**config.mk**
```make
export PLATFORM = sky130hd
export DESIGN_NAME = multicycle_ctrl_flat
export DESIGN_NICKNAME = d
export VERILOG_FILES = /design/src/rtl/ctrl_pkg.sv /design/src/rtl/multicycle_ctrl_if.sv /design/src/rtl/ctrl_decode.sv /design/src/rtl/multicycle_ctrl.sv /design/src/flat_wrapper.sv
export SDC_FILE = /design/constraint.sdc
export NUM_CORES = 1
export LEC_CHECK = 0
export ABC_AREA = 1
export CAP_MARGIN = 30
export CELL_PAD_IN_SITES_DETAIL_PLACEMENT = 1
export CELL_PAD_IN_SITES_GLOBAL_PLACEMENT = 1
export CORE_ASPECT_RATIO = 1.5
export CORE_MARGIN = 3
export CORE_UTILIZATION = 26
export CTS_CLUSTER_DIAMETER = 40
export DETAILED_ROUTE_END_ITERATION = 8
export PLACE_DENSITY = 0.88
export SLEW_MARGIN = 30
export SYNTH_ARGS = -nofsm -noshare
export SYNTH_HDL_FRONTEND = slang
export SYNTH_SLANG_ARGS = --single-unit
```
**constraint.sdc**
```tcl
create_clock -name i_clk -period 3.82 [get_ports i_clk]
set_input_delay 0.382 -clock i_clk [delete_from_list [all_inputs] [get_ports i_clk]]
set_output_delay 0.382 -clock i_clk [all_outputs]
set_load 0.02 [all_outputs]
```
**src/rtl/ctrl_pkg.sv**
```systemverilog
// Shared encodings for the multicycle RV32I control path: opcodes, selects,
// FSM states and the instruction classes produced by ctrl_decode.
package ctrl_pkg;

  localparam logic [6:0] OP_ALU_I  = 7'b0010011;
  localparam logic [6:0] OP_LOAD   = 7'b0000011;
  localparam logic [6:0] OP_STORE  = 7'b0100011;
  localparam logic [6:0] OP_BRANCH = 7'b1100011;
  localparam logic [6:0] OP_JAL    = 7'b1101111;
  localparam logic [6:0] OP_JALR   = 7'b1100111;
  localparam logic [6:0] OP_LUI    = 7'b0110111;
  localparam logic [6:0] OP_AUIPC  = 7'b0010111;
  localparam logic [6:0] OP_ALU_R  = 7'b0110011;
  localparam logic [6:0] OP_FENCE  = 7'b0001111;
  localparam logic [6:0] OP_SYSTEM = 7'b1110011;

  // Values are shared with the immediate generator.
  typedef enum logic [2:0] {
    IMM_NONE = 3'd0,
    IMM_I    = 3'd1,
    IMM_S    = 3'd2,
    IMM_B    = 3'd3,
    IMM_JAL  = 3'd4,
    IMM_JALR = 3'd5,
    IMM_U    = 3'd6
  } imm_sel_e;

  typedef enum logic [2:0] {
    ST_FETCH  = 3'd0,
    ST_DECODE = 3'd1,
    ST_EXEC   = 3'd2,
    ST_MEM    = 3'd3,
    ST_WB     = 3'd4,
    ST_TRAP   = 3'd7
  } state_e;

  typedef enum logic [1:0] {
    PC_PLUS4 = 2'd0,
    PC_IMM   = 2'd1,
    PC_ALU   = 2'd2
  } pc_sel_e;

  typedef enum logic [1:0] {
    WB_ALU = 2'd0,
    WB_MEM = 2'd1,
    WB_PC4 = 2'd2,
    WB_IMM = 2'd3
  } wb_sel_e;

  typedef enum logic [3:0] {
    CLS_ALU_R   = 4'd0,
    CLS_ALU_I   = 4'd1,
    CLS_LOAD    = 4'd2,
    CLS_STORE   = 4'd3,
    CLS_BRANCH  = 4'd4,
    CLS_JAL     = 4'd5,
    CLS_JALR    = 4'd6,
    CLS_AUIPC   = 4'd7,
    CLS_LUI     = 4'd8,
    CLS_NOP     = 4'd9,
    CLS_ILLEGAL = 4'd10
  } inst_class_e;

  typedef struct packed {
    inst_class_e cls;
    imm_sel_e    imm_sel;
    logic        legal;
  } decode_t;

endpackage

```
**src/rtl/multicycle_ctrl_if.sv**
```systemverilog
// Control/handshake bundle between multicycle_ctrl (master) and the
// datapath plus instruction/data memories (slave).
interface multicycle_ctrl_if #(
  parameter int unsigned XLEN = 32
);
  logic [XLEN-1:0] i_inst;
  logic            i_br_cond;
  logic            i_imem_ready;
  logic            i_dmem_ready;
  logic            o_imem_req;
  logic            o_dmem_req;
  logic            o_dmem_we;
  logic            o_ir_we;
  logic [2:0]      o_imm_sel;
  logic            o_pc_we;
  logic [1:0]      o_pc_sel;
  logic            o_alu_a_sel;
  logic            o_alu_b_sel;
  logic            o_alu_force_add;
  logic            o_rf_we;
  logic [1:0]      o_wb_sel;
  logic            o_illegal;
  logic [2:0]      o_state;

  modport master (
    input  i_inst, i_br_cond, i_imem_ready, i_dmem_ready,
    output o_imem_req, o_dmem_req, o_dmem_we, o_ir_we, o_imm_sel,
           o_pc_we, o_pc_sel, o_alu_a_sel, o_alu_b_sel, o_alu_force_add,
           o_rf_we, o_wb_sel, o_illegal, o_state
  );

  modport slave (
    output i_inst, i_br_cond, i_imem_ready, i_dmem_ready,
    input  o_imem_req, o_dmem_req, o_dmem_we, o_ir_we, o_imm_sel,
           o_pc_we, o_pc_sel, o_alu_a_sel, o_alu_b_sel, o_alu_force_add,
           o_rf_we, o_wb_sel, o_illegal, o_state
  );
endinterface

```
**src/rtl/ctrl_decode.sv**
```systemverilog
// Combinational opcode classifier: opcode -> instruction class, immediate
// select and legality. The full 7-bit match also rejects inst[1:0] != 2'b11.
module ctrl_decode
  import ctrl_pkg::*;
(
  input  logic [6:0] opcode,
  output decode_t    dec
);

  always_comb begin
    dec = '{cls: CLS_ILLEGAL, imm_sel: IMM_NONE, legal: 1'b0};
    case (opcode)
      OP_ALU_I:  dec = '{cls: CLS_ALU_I,  imm_sel: IMM_I,    legal: 1'b1};
      OP_LOAD:   dec = '{cls: CLS_LOAD,   imm_sel: IMM_I,    legal: 1'b1};
      OP_STORE:  dec = '{cls: CLS_STORE,  imm_sel: IMM_S,    legal: 1'b1};
      OP_BRANCH: dec = '{cls: CLS_BRANCH, imm_sel: IMM_B,    legal: 1'b1};
      OP_JAL:    dec = '{cls: CLS_JAL,    imm_sel: IMM_JAL,  legal: 1'b1};
      OP_JALR:   dec = '{cls: CLS_JALR,   imm_sel: IMM_JALR, legal: 1'b1};
      OP_LUI:    dec = '{cls: CLS_LUI,    imm_sel: IMM_U,    legal: 1'b1};
      OP_AUIPC:  dec = '{cls: CLS_AUIPC,  imm_sel: IMM_U,    legal: 1'b1};
      OP_ALU_R:  dec = '{cls: CLS_ALU_R,  imm_sel: IMM_NONE, legal: 1'b1};
      OP_FENCE,
      OP_SYSTEM: dec = '{cls: CLS_NOP,    imm_sel: IMM_NONE, legal: 1'b1};
      default:   dec = '{cls: CLS_ILLEGAL, imm_sel: IMM_NONE, legal: 1'b0};
    endcase
  end

endmodule

```
**src/rtl/multicycle_ctrl.sv**
```systemverilog
// Control FSM for the multicycle RV32I datapath: fetch, decode, execute,
// memory and writeback sequencing with memory-ready timeout trapping.
module multicycle_ctrl
  import ctrl_pkg::*;
#(
  parameter int unsigned TIMEOUT = 16,
  parameter int unsigned XLEN    = 32
) (
  input  logic              i_clk,
  input  logic              i_rst_n,
  multicycle_ctrl_if.master bus
);

  localparam int unsigned      CNT_W    = (TIMEOUT > 1) ? $clog2(TIMEOUT + 1) : 1;
  localparam logic [CNT_W-1:0] CNT_LAST = CNT_W'((TIMEOUT == 0) ? 0 : TIMEOUT - 1);

  state_e           state_q, state_d;
  logic [CNT_W-1:0] cnt_q;
  logic [XLEN-1:0]  inst;
  decode_t          dec;
  logic             rd_nz;
  logic             waiting;
  logic             to_hit;

  logic             imem_req, dmem_req, dmem_we, ir_we;
  logic [2:0]       imm_sel;
  logic             pc_we;
  logic [1:0]       pc_sel;
  logic             alu_a_sel, alu_b_sel, alu_force_add;
  logic             rf_we;
  logic [1:0]       wb_sel;
  logic             illegal;

  assign inst  = bus.i_inst;
  assign rd_nz = |inst[11:7];

  ctrl_decode u_decode (
    .opcode (inst[6:0]),
    .dec    (dec)
  );

  always_comb begin
    waiting = 1'b0;
    case (state_q)
      ST_FETCH: waiting = !bus.i_imem_ready;
      ST_MEM:   waiting = !bus.i_dmem_ready;
      default:  waiting = 1'b0;
    endcase
  end

  assign to_hit = (TIMEOUT != 0) && waiting && (cnt_q == CNT_LAST);

  always_ff @(posedge i_clk or negedge i_rst_n) begin
    if (!i_rst_n) begin
      state_q <= ST_FETCH;
      cnt_q   <= '0;
    end else begin
      state_q <= state_d;
      if ((state_d != state_q) || !waiting || (TIMEOUT == 0))
        cnt_q <= '0;
      else
        cnt_q <= cnt_q + CNT_W'(1);
    end
  end

  always_comb begin
    state_d       = state_q;
    imem_req      = 1'b0;
    dmem_req      = 1'b0;
    dmem_we       = 1'b0;
    ir_we         = 1'b0;
    imm_sel       = IMM_NONE;
    pc_we         = 1'b0;
    pc_sel        = PC_PLUS4;
    alu_a_sel     = 1'b0;
    alu_b_sel     = 1'b0;
    alu_force_add = 1'b0;
    rf_we         = 1'b0;
    wb_sel        = WB_ALU;
    illegal       = 1'b0;

    if (state_q inside {ST_DECODE, ST_EXEC, ST_MEM, ST_WB})
      imm_sel = dec.imm_sel;

    case (state_q)
      // Reset parks the FSM in FETCH, so only the fetch outputs need the
      // reset gate to keep the bus quiet while i_rst_n is low.
      ST_FETCH: begin
        imem_req = i_rst_n;
        if (bus.i_imem_ready) begin
          ir_we   = i_rst_n;
          state_d = ST_DECODE;
        end else if (to_hit) begin
          state_d = ST_TRAP;
        end
      end

      ST_DECODE: state_d = dec.legal ? ST_EXEC : ST_TRAP;

      ST_EXEC: begin
        case (dec.cls)
          CLS_ALU_R: state_d = ST_WB;
          CLS_ALU_I: begin
            alu_b_sel = 1'b1;
            state_d   = ST_WB;
          end
          CLS_LOAD, CLS_STORE: begin
            alu_b_sel     = 1'b1;
            alu_force_add = 1'b1;
            state_d       = ST_MEM;
          end
          CLS_BRANCH: begin
            pc_we   = 1'b1;
            pc_sel  = bus.i_br_cond ? PC_IMM : PC_PLUS4;
            state_d = ST_FETCH;
          end
          CLS_JAL: begin
            pc_we   = 1'b1;
            pc_sel  = PC_IMM;
            state_d = ST_WB;
          end
          CLS_JALR: begin
            alu_b_sel     = 1'b1;
            alu_force_add = 1'b1;
            pc_we         = 1'b1;
            pc_sel        = PC_ALU;
            state_d       = ST_WB;
          end
          CLS_AUIPC: begin
            alu_a_sel     = 1'b1;
            alu_b_sel     = 1'b1;
            alu_force_add = 1'b1;
            state_d       = ST_WB;
          end
          CLS_LUI: state_d = ST_WB;
          CLS_NOP: begin
            pc_we   = 1'b1;
            pc_sel  = PC_PLUS4;
            state_d = ST_FETCH;
          end
          default: state_d = ST_TRAP;
        endcase
      end

      ST_MEM: begin
        dmem_req = 1'b1;
        dmem_we  = (dec.cls == CLS_STORE);
        if (bus.i_dmem_ready) begin
          if (dec.cls == CLS_STORE) begin
            pc_we   = 1'b1;
            pc_sel  = PC_PLUS4;
            state_d = ST_FETCH;
          end else begin
            state_d = ST_WB;
          end
        end else if (to_hit) begin
          state_d = ST_TRAP;
        end
      end

      ST_WB: begin
        rf_we = rd_nz;
        case (dec.cls)
          CLS_LOAD:          wb_sel = WB_MEM;
          CLS_JAL, CLS_JALR: wb_sel = WB_PC4;
          CLS_LUI:           wb_sel = WB_IMM;
          default:           wb_sel = WB_ALU;
        endcase
        // Jumps already wrote the PC in EXEC.
        pc_we   = !(dec.cls inside {CLS_JAL, CLS_JALR});
        pc_sel  = PC_PLUS4;
        state_d = ST_FETCH;
      end

      ST_TRAP: illegal = 1'b1;

      default: state_d = ST_TRAP;
    endcase
  end

  assign bus.o_imem_req      = imem_req;
  assign bus.o_dmem_req      = dmem_req;
  assign bus.o_dmem_we       = dmem_we;
  assign bus.o_ir_we         = ir_we;
  assign bus.o_imm_sel       = imm_sel;
  assign bus.o_pc_we         = pc_we;
  assign bus.o_pc_sel        = pc_sel;
  assign bus.o_alu_a_sel     = alu_a_sel;
  assign bus.o_alu_b_sel     = alu_b_sel;
  assign bus.o_alu_force_add = alu_force_add;
  assign bus.o_rf_we         = rf_we;
  assign bus.o_wb_sel        = wb_sel;
  assign bus.o_illegal       = illegal;
  assign bus.o_state         = state_q;

endmodule

```
**src/flat_wrapper.sv**
```systemverilog
// flat-port wrapper written by rule: the top's interface ports become plain ports
module multicycle_ctrl_flat import ctrl_pkg::*;
#(
  parameter int unsigned TIMEOUT = 16,
  parameter int unsigned XLEN    = 32
)
  (i_clk, i_rst_n, bus_i_inst, bus_i_br_cond, bus_i_imem_ready, bus_i_dmem_ready, bus_o_imem_req, bus_o_dmem_req, bus_o_dmem_we, bus_o_ir_we, bus_o_imm_sel, bus_o_pc_we, bus_o_pc_sel, bus_o_alu_a_sel, bus_o_alu_b_sel, bus_o_alu_force_add, bus_o_rf_we, bus_o_wb_sel, bus_o_illegal, bus_o_state);
  multicycle_ctrl_if #(.XLEN(XLEN)) bus_i ();
  input  logic i_clk;
  input  logic i_rst_n;
  input wire logic [$bits(bus_i.i_inst)-1:0] bus_i_inst;
  input wire logic [$bits(bus_i.i_br_cond)-1:0] bus_i_br_cond;
  input wire logic [$bits(bus_i.i_imem_ready)-1:0] bus_i_imem_ready;
  input wire logic [$bits(bus_i.i_dmem_ready)-1:0] bus_i_dmem_ready;
  output wire logic [$bits(bus_i.o_imem_req)-1:0] bus_o_imem_req;
  output wire logic [$bits(bus_i.o_dmem_req)-1:0] bus_o_dmem_req;
  output wire logic [$bits(bus_i.o_dmem_we)-1:0] bus_o_dmem_we;
  output wire logic [$bits(bus_i.o_ir_we)-1:0] bus_o_ir_we;
  output wire logic [$bits(bus_i.o_imm_sel)-1:0] bus_o_imm_sel;
  output wire logic [$bits(bus_i.o_pc_we)-1:0] bus_o_pc_we;
  output wire logic [$bits(bus_i.o_pc_sel)-1:0] bus_o_pc_sel;
  output wire logic [$bits(bus_i.o_alu_a_sel)-1:0] bus_o_alu_a_sel;
  output wire logic [$bits(bus_i.o_alu_b_sel)-1:0] bus_o_alu_b_sel;
  output wire logic [$bits(bus_i.o_alu_force_add)-1:0] bus_o_alu_force_add;
  output wire logic [$bits(bus_i.o_rf_we)-1:0] bus_o_rf_we;
  output wire logic [$bits(bus_i.o_wb_sel)-1:0] bus_o_wb_sel;
  output wire logic [$bits(bus_i.o_illegal)-1:0] bus_o_illegal;
  output wire logic [$bits(bus_i.o_state)-1:0] bus_o_state;
  assign bus_i.i_inst = bus_i_inst;
  assign bus_i.i_br_cond = bus_i_br_cond;
  assign bus_i.i_imem_ready = bus_i_imem_ready;
  assign bus_i.i_dmem_ready = bus_i_dmem_ready;
  assign bus_o_imem_req = bus_i.o_imem_req;
  assign bus_o_dmem_req = bus_i.o_dmem_req;
  assign bus_o_dmem_we = bus_i.o_dmem_we;
  assign bus_o_ir_we = bus_i.o_ir_we;
  assign bus_o_imm_sel = bus_i.o_imm_sel;
  assign bus_o_pc_we = bus_i.o_pc_we;
  assign bus_o_pc_sel = bus_i.o_pc_sel;
  assign bus_o_alu_a_sel = bus_i.o_alu_a_sel;
  assign bus_o_alu_b_sel = bus_i.o_alu_b_sel;
  assign bus_o_alu_force_add = bus_i.o_alu_force_add;
  assign bus_o_rf_we = bus_i.o_rf_we;
  assign bus_o_wb_sel = bus_i.o_wb_sel;
  assign bus_o_illegal = bus_i.o_illegal;
  assign bus_o_state = bus_i.o_state;
  multicycle_ctrl #(.TIMEOUT(TIMEOUT), .XLEN(XLEN)) u_core (.i_clk(i_clk), .i_rst_n(i_rst_n), .bus(bus_i));
endmodule
```
==> results.md <==
* Outcome: finished, final reports clean
* Root Driver: clkbuf_8
* Final setup fails at 0
* IO buf count at 36
* Synth area leader: dfrtp_1
* Synth top cells by count: 33 x nand2_1, 23 x inv_1, 20 x nor2_1, 11 x nand3_1
* CP peak stage delay at 0.61 ns
* Total track usage at 12.7%
* Mapped cell area at 956 µm²
* Final instance count without filler cells at 231
* Post-synth top area share at 20.9%
* # IOs at 57
* Worst clock skew at 0.00259 ns
* Fmax at 352 MHz
* Width of the die at 55.5 µm
* Hold crit path type: primary input to async pin
* Setup ws final at 0.980 ns
* # DRC at 0
* Peak VDD IR at 0.270 mV
* Vias at 1078
* Core area at 3480 µm²
* Reg area at 200 µm²
* Yosys reg bits at 8
* Unique cell type count in the Yosys netlist at 30
* DP Wirelength at 2330 µm
* Post-Synthesis Cells at 150
* Clk Latency, worst-skew pair at 0.23 ns
* Startpoint class of the critical path: primary input
* Layout Nets at 230
* Initial antenna violation count at 0
* CP max FO at 4
* Post-synth EDFFs at 0
* CP Data Arrival Time at 2.46 ns
* Total grt overflow at 0
* Layout cell share with drive strength beyond 1 at 17.5%
* Initial core utilization at 27.5%
* Slew @ Worst Pin at 0.379 ns
* Dominant synthesized flop cell: dfrtp_1
* Synth area leaders: dfrtp_1 21%, nand2_1 13%, inv_1 9.0%
* Area delta synth->final at 47.5%
* Postcts setup bufs at 0
* Most common cell in the netlist: nand2_1
* Initial drt markers at 22
* Ant. Diodes at 0
* CP Class: primary input to primary output
* CP Cell Sequence: clkdlybuf4s50_1 -> inv_2 -> nand2_1 -> nor2_2 -> nand3_1 -> and2_1 -> nand2_1 -> nand4_1 -> a21oi_1 -> clkdlybuf4s50_1
* Rel. slew slack at 74.6%
* TritonCTS Sinks at 8
* Reg clk slew, reported paths at 0.04 ns
* Fin. Hold Viols at 0
* Area after DPL at 1370 µm²
* Ratio of final minimum period to clock period at 74.4%
* Post-synthesis sequential area ratio at 20.9%
* Placed Instances at 228
* Syn nets at 189
* DR WL/cell at 11.3 µm
* Routed WL at 2610 µm
* Num CTS Buffers at 3
* Sum Neg Setup Slack at 0 ns
* Ys Warns at 0
* Pre-antenna DRT Iters at 4
* CTS tree: built
* Syn_area_per_cell at 6.37 µm²
* Largest net degree at the start of global routing at 10
* Die area at 4460 µm²
* Fin. max-slew vios at 0
* Antenna Nets Post-Route at 0
* Worst setup EP type: primary output
* CTS Buffer Depth at 2
* Post_cts resized at 0
* Design Power at 0.225 mW
* RSZ-0062 raised after global routing: no
* Vias in the first global route at 1081
* First-pass GRT wire length at 4670 µm
* Crit-path slowest cell: clkdlybuf4s50_1
* Setup WS pre-CTS at 0.957 ns
* Design Area, Final at 1410 µm²
* Worst EP required at 3.44 ns
* Max-cap violations at 0
* Leakage power at 0.685 nW
* Final Critical Period at 2.84 ns
* Drt via density at 4.67
* Power Dens Cells at 160 nW/µm²
* Std cell rows at 26
* Layout fillers at 451
* Hold_buf cts at 0
* Multi-input combinational cell area at 643 µm²
* H-tree depth at 1
* FFs w/ async S/R, synth at 100%
* Die Y at 80.3 µm
* Gp weighted congestion at 0.759
## cell type report
type	instances	share of cell area [%]
multi-input cells	112	45.6
well taps	42	3.73
clock buffers	3	2.93
inverters	30	7.99
flip-flops and latches	8	14.2
repair buffers	36	25.6
## final timing paths
kind                                      start                    end  slack [ns]  depth (start not counted)
max in group asynchronous               i_rst_n  u_core.bus.o_state[0]        3.10                          1
worst min-delay path                    i_rst_n        u_core.cnt_q[1]        0.44                          1
worst max register to register  u_core.cnt_q[0]        u_core.cnt_q[3]        2.07                         10
worst min register to register  u_core.cnt_q[0]        u_core.cnt_q[0]        0.47                          1
min in group i_clk              u_core.cnt_q[0]        u_core.cnt_q[0]        0.47                          1
worst max-delay path              bus_i_inst[3]        bus_o_pc_sel[0]        0.98                         10
## state kept, by name, summed over array words and instances (netlist names)
name                count
u_core.bus.o_state      3
u_core.cnt_q            5
## power by group
group / switching, mW / internal, mW
clock network: 0.0308 / 0.0680
logic: 0.0214 / 0.0200
registers: 0 / 0.0852
## worst max-delay path: cells and delay by family
family | cells | cell delay (ns)
compound gates | 1 | 0.13
buf+inv | 3 | 1.15
simple gates | 6 | 0.79
## per-stage QoR
step / hold slack, ns / util [%]
final: 0.444 / 40.5
after global routing: 0.471 / 40.5
after CTS: 0.460 / 40.5
after detailed placement: 0.463 / 39.3
after global placement: 0.461 / 39.3
after floorplan: 0.0864 / -
## layer usage
metal / track usage [%] / vias up / part of all wire [%]
met5: 0 / - / 0
li1: - / 551 / -
met4: 4.14 / 0 / 2.2
met3: 1.61 / 4 / 3.3
met1: 12.6 / 505 / 37
met2: 26.3 / 18 / 57
## cell families (layout without fill, tap and decap cells)
| family | Yosys count | in the layout | synth area share [%] |
|---|---|---|---|
| flops | 8 | 8 | 20.9 |
| xor+xnor | 2 | 2 | 1.83 |
| buf+inv | 30 | 69 | 11.8 |
| fa+ha+maj | 2 | 2 | 2.62 |
| compound gates | 11 | 11 | 7.33 |
| simple gates | 97 | 97 | 55.5 |
## layout by cell type, fill, tap and decap left out
master	instances
nand4_1	2
and3_1	1
a41oi_1	1
xnor2_1	1
nand2_2	6
o21ai_0	3
nand2_1	33
a211oi_1	1
a31oi_1	1
and2_1	1
or4_1	1
nand3_2	1
clkdlybuf4s50_1	36
o22ai_1	1
nor2_8	1
o211ai_1	1
dfrtp_1	8
nand3b_1	1
nand2_4	4
nand3_1	11
nor2_4	1
clkbuf_8	3
nor2_2	8
inv_2	7
nor2_1	20
nand4_4	2
ha_1	2
nor3_1	4
xor2_1	1
o221ai_1	1
inv_1	23
a21oi_1	2
No activity file was read; power rests on OpenSTA's default activity.
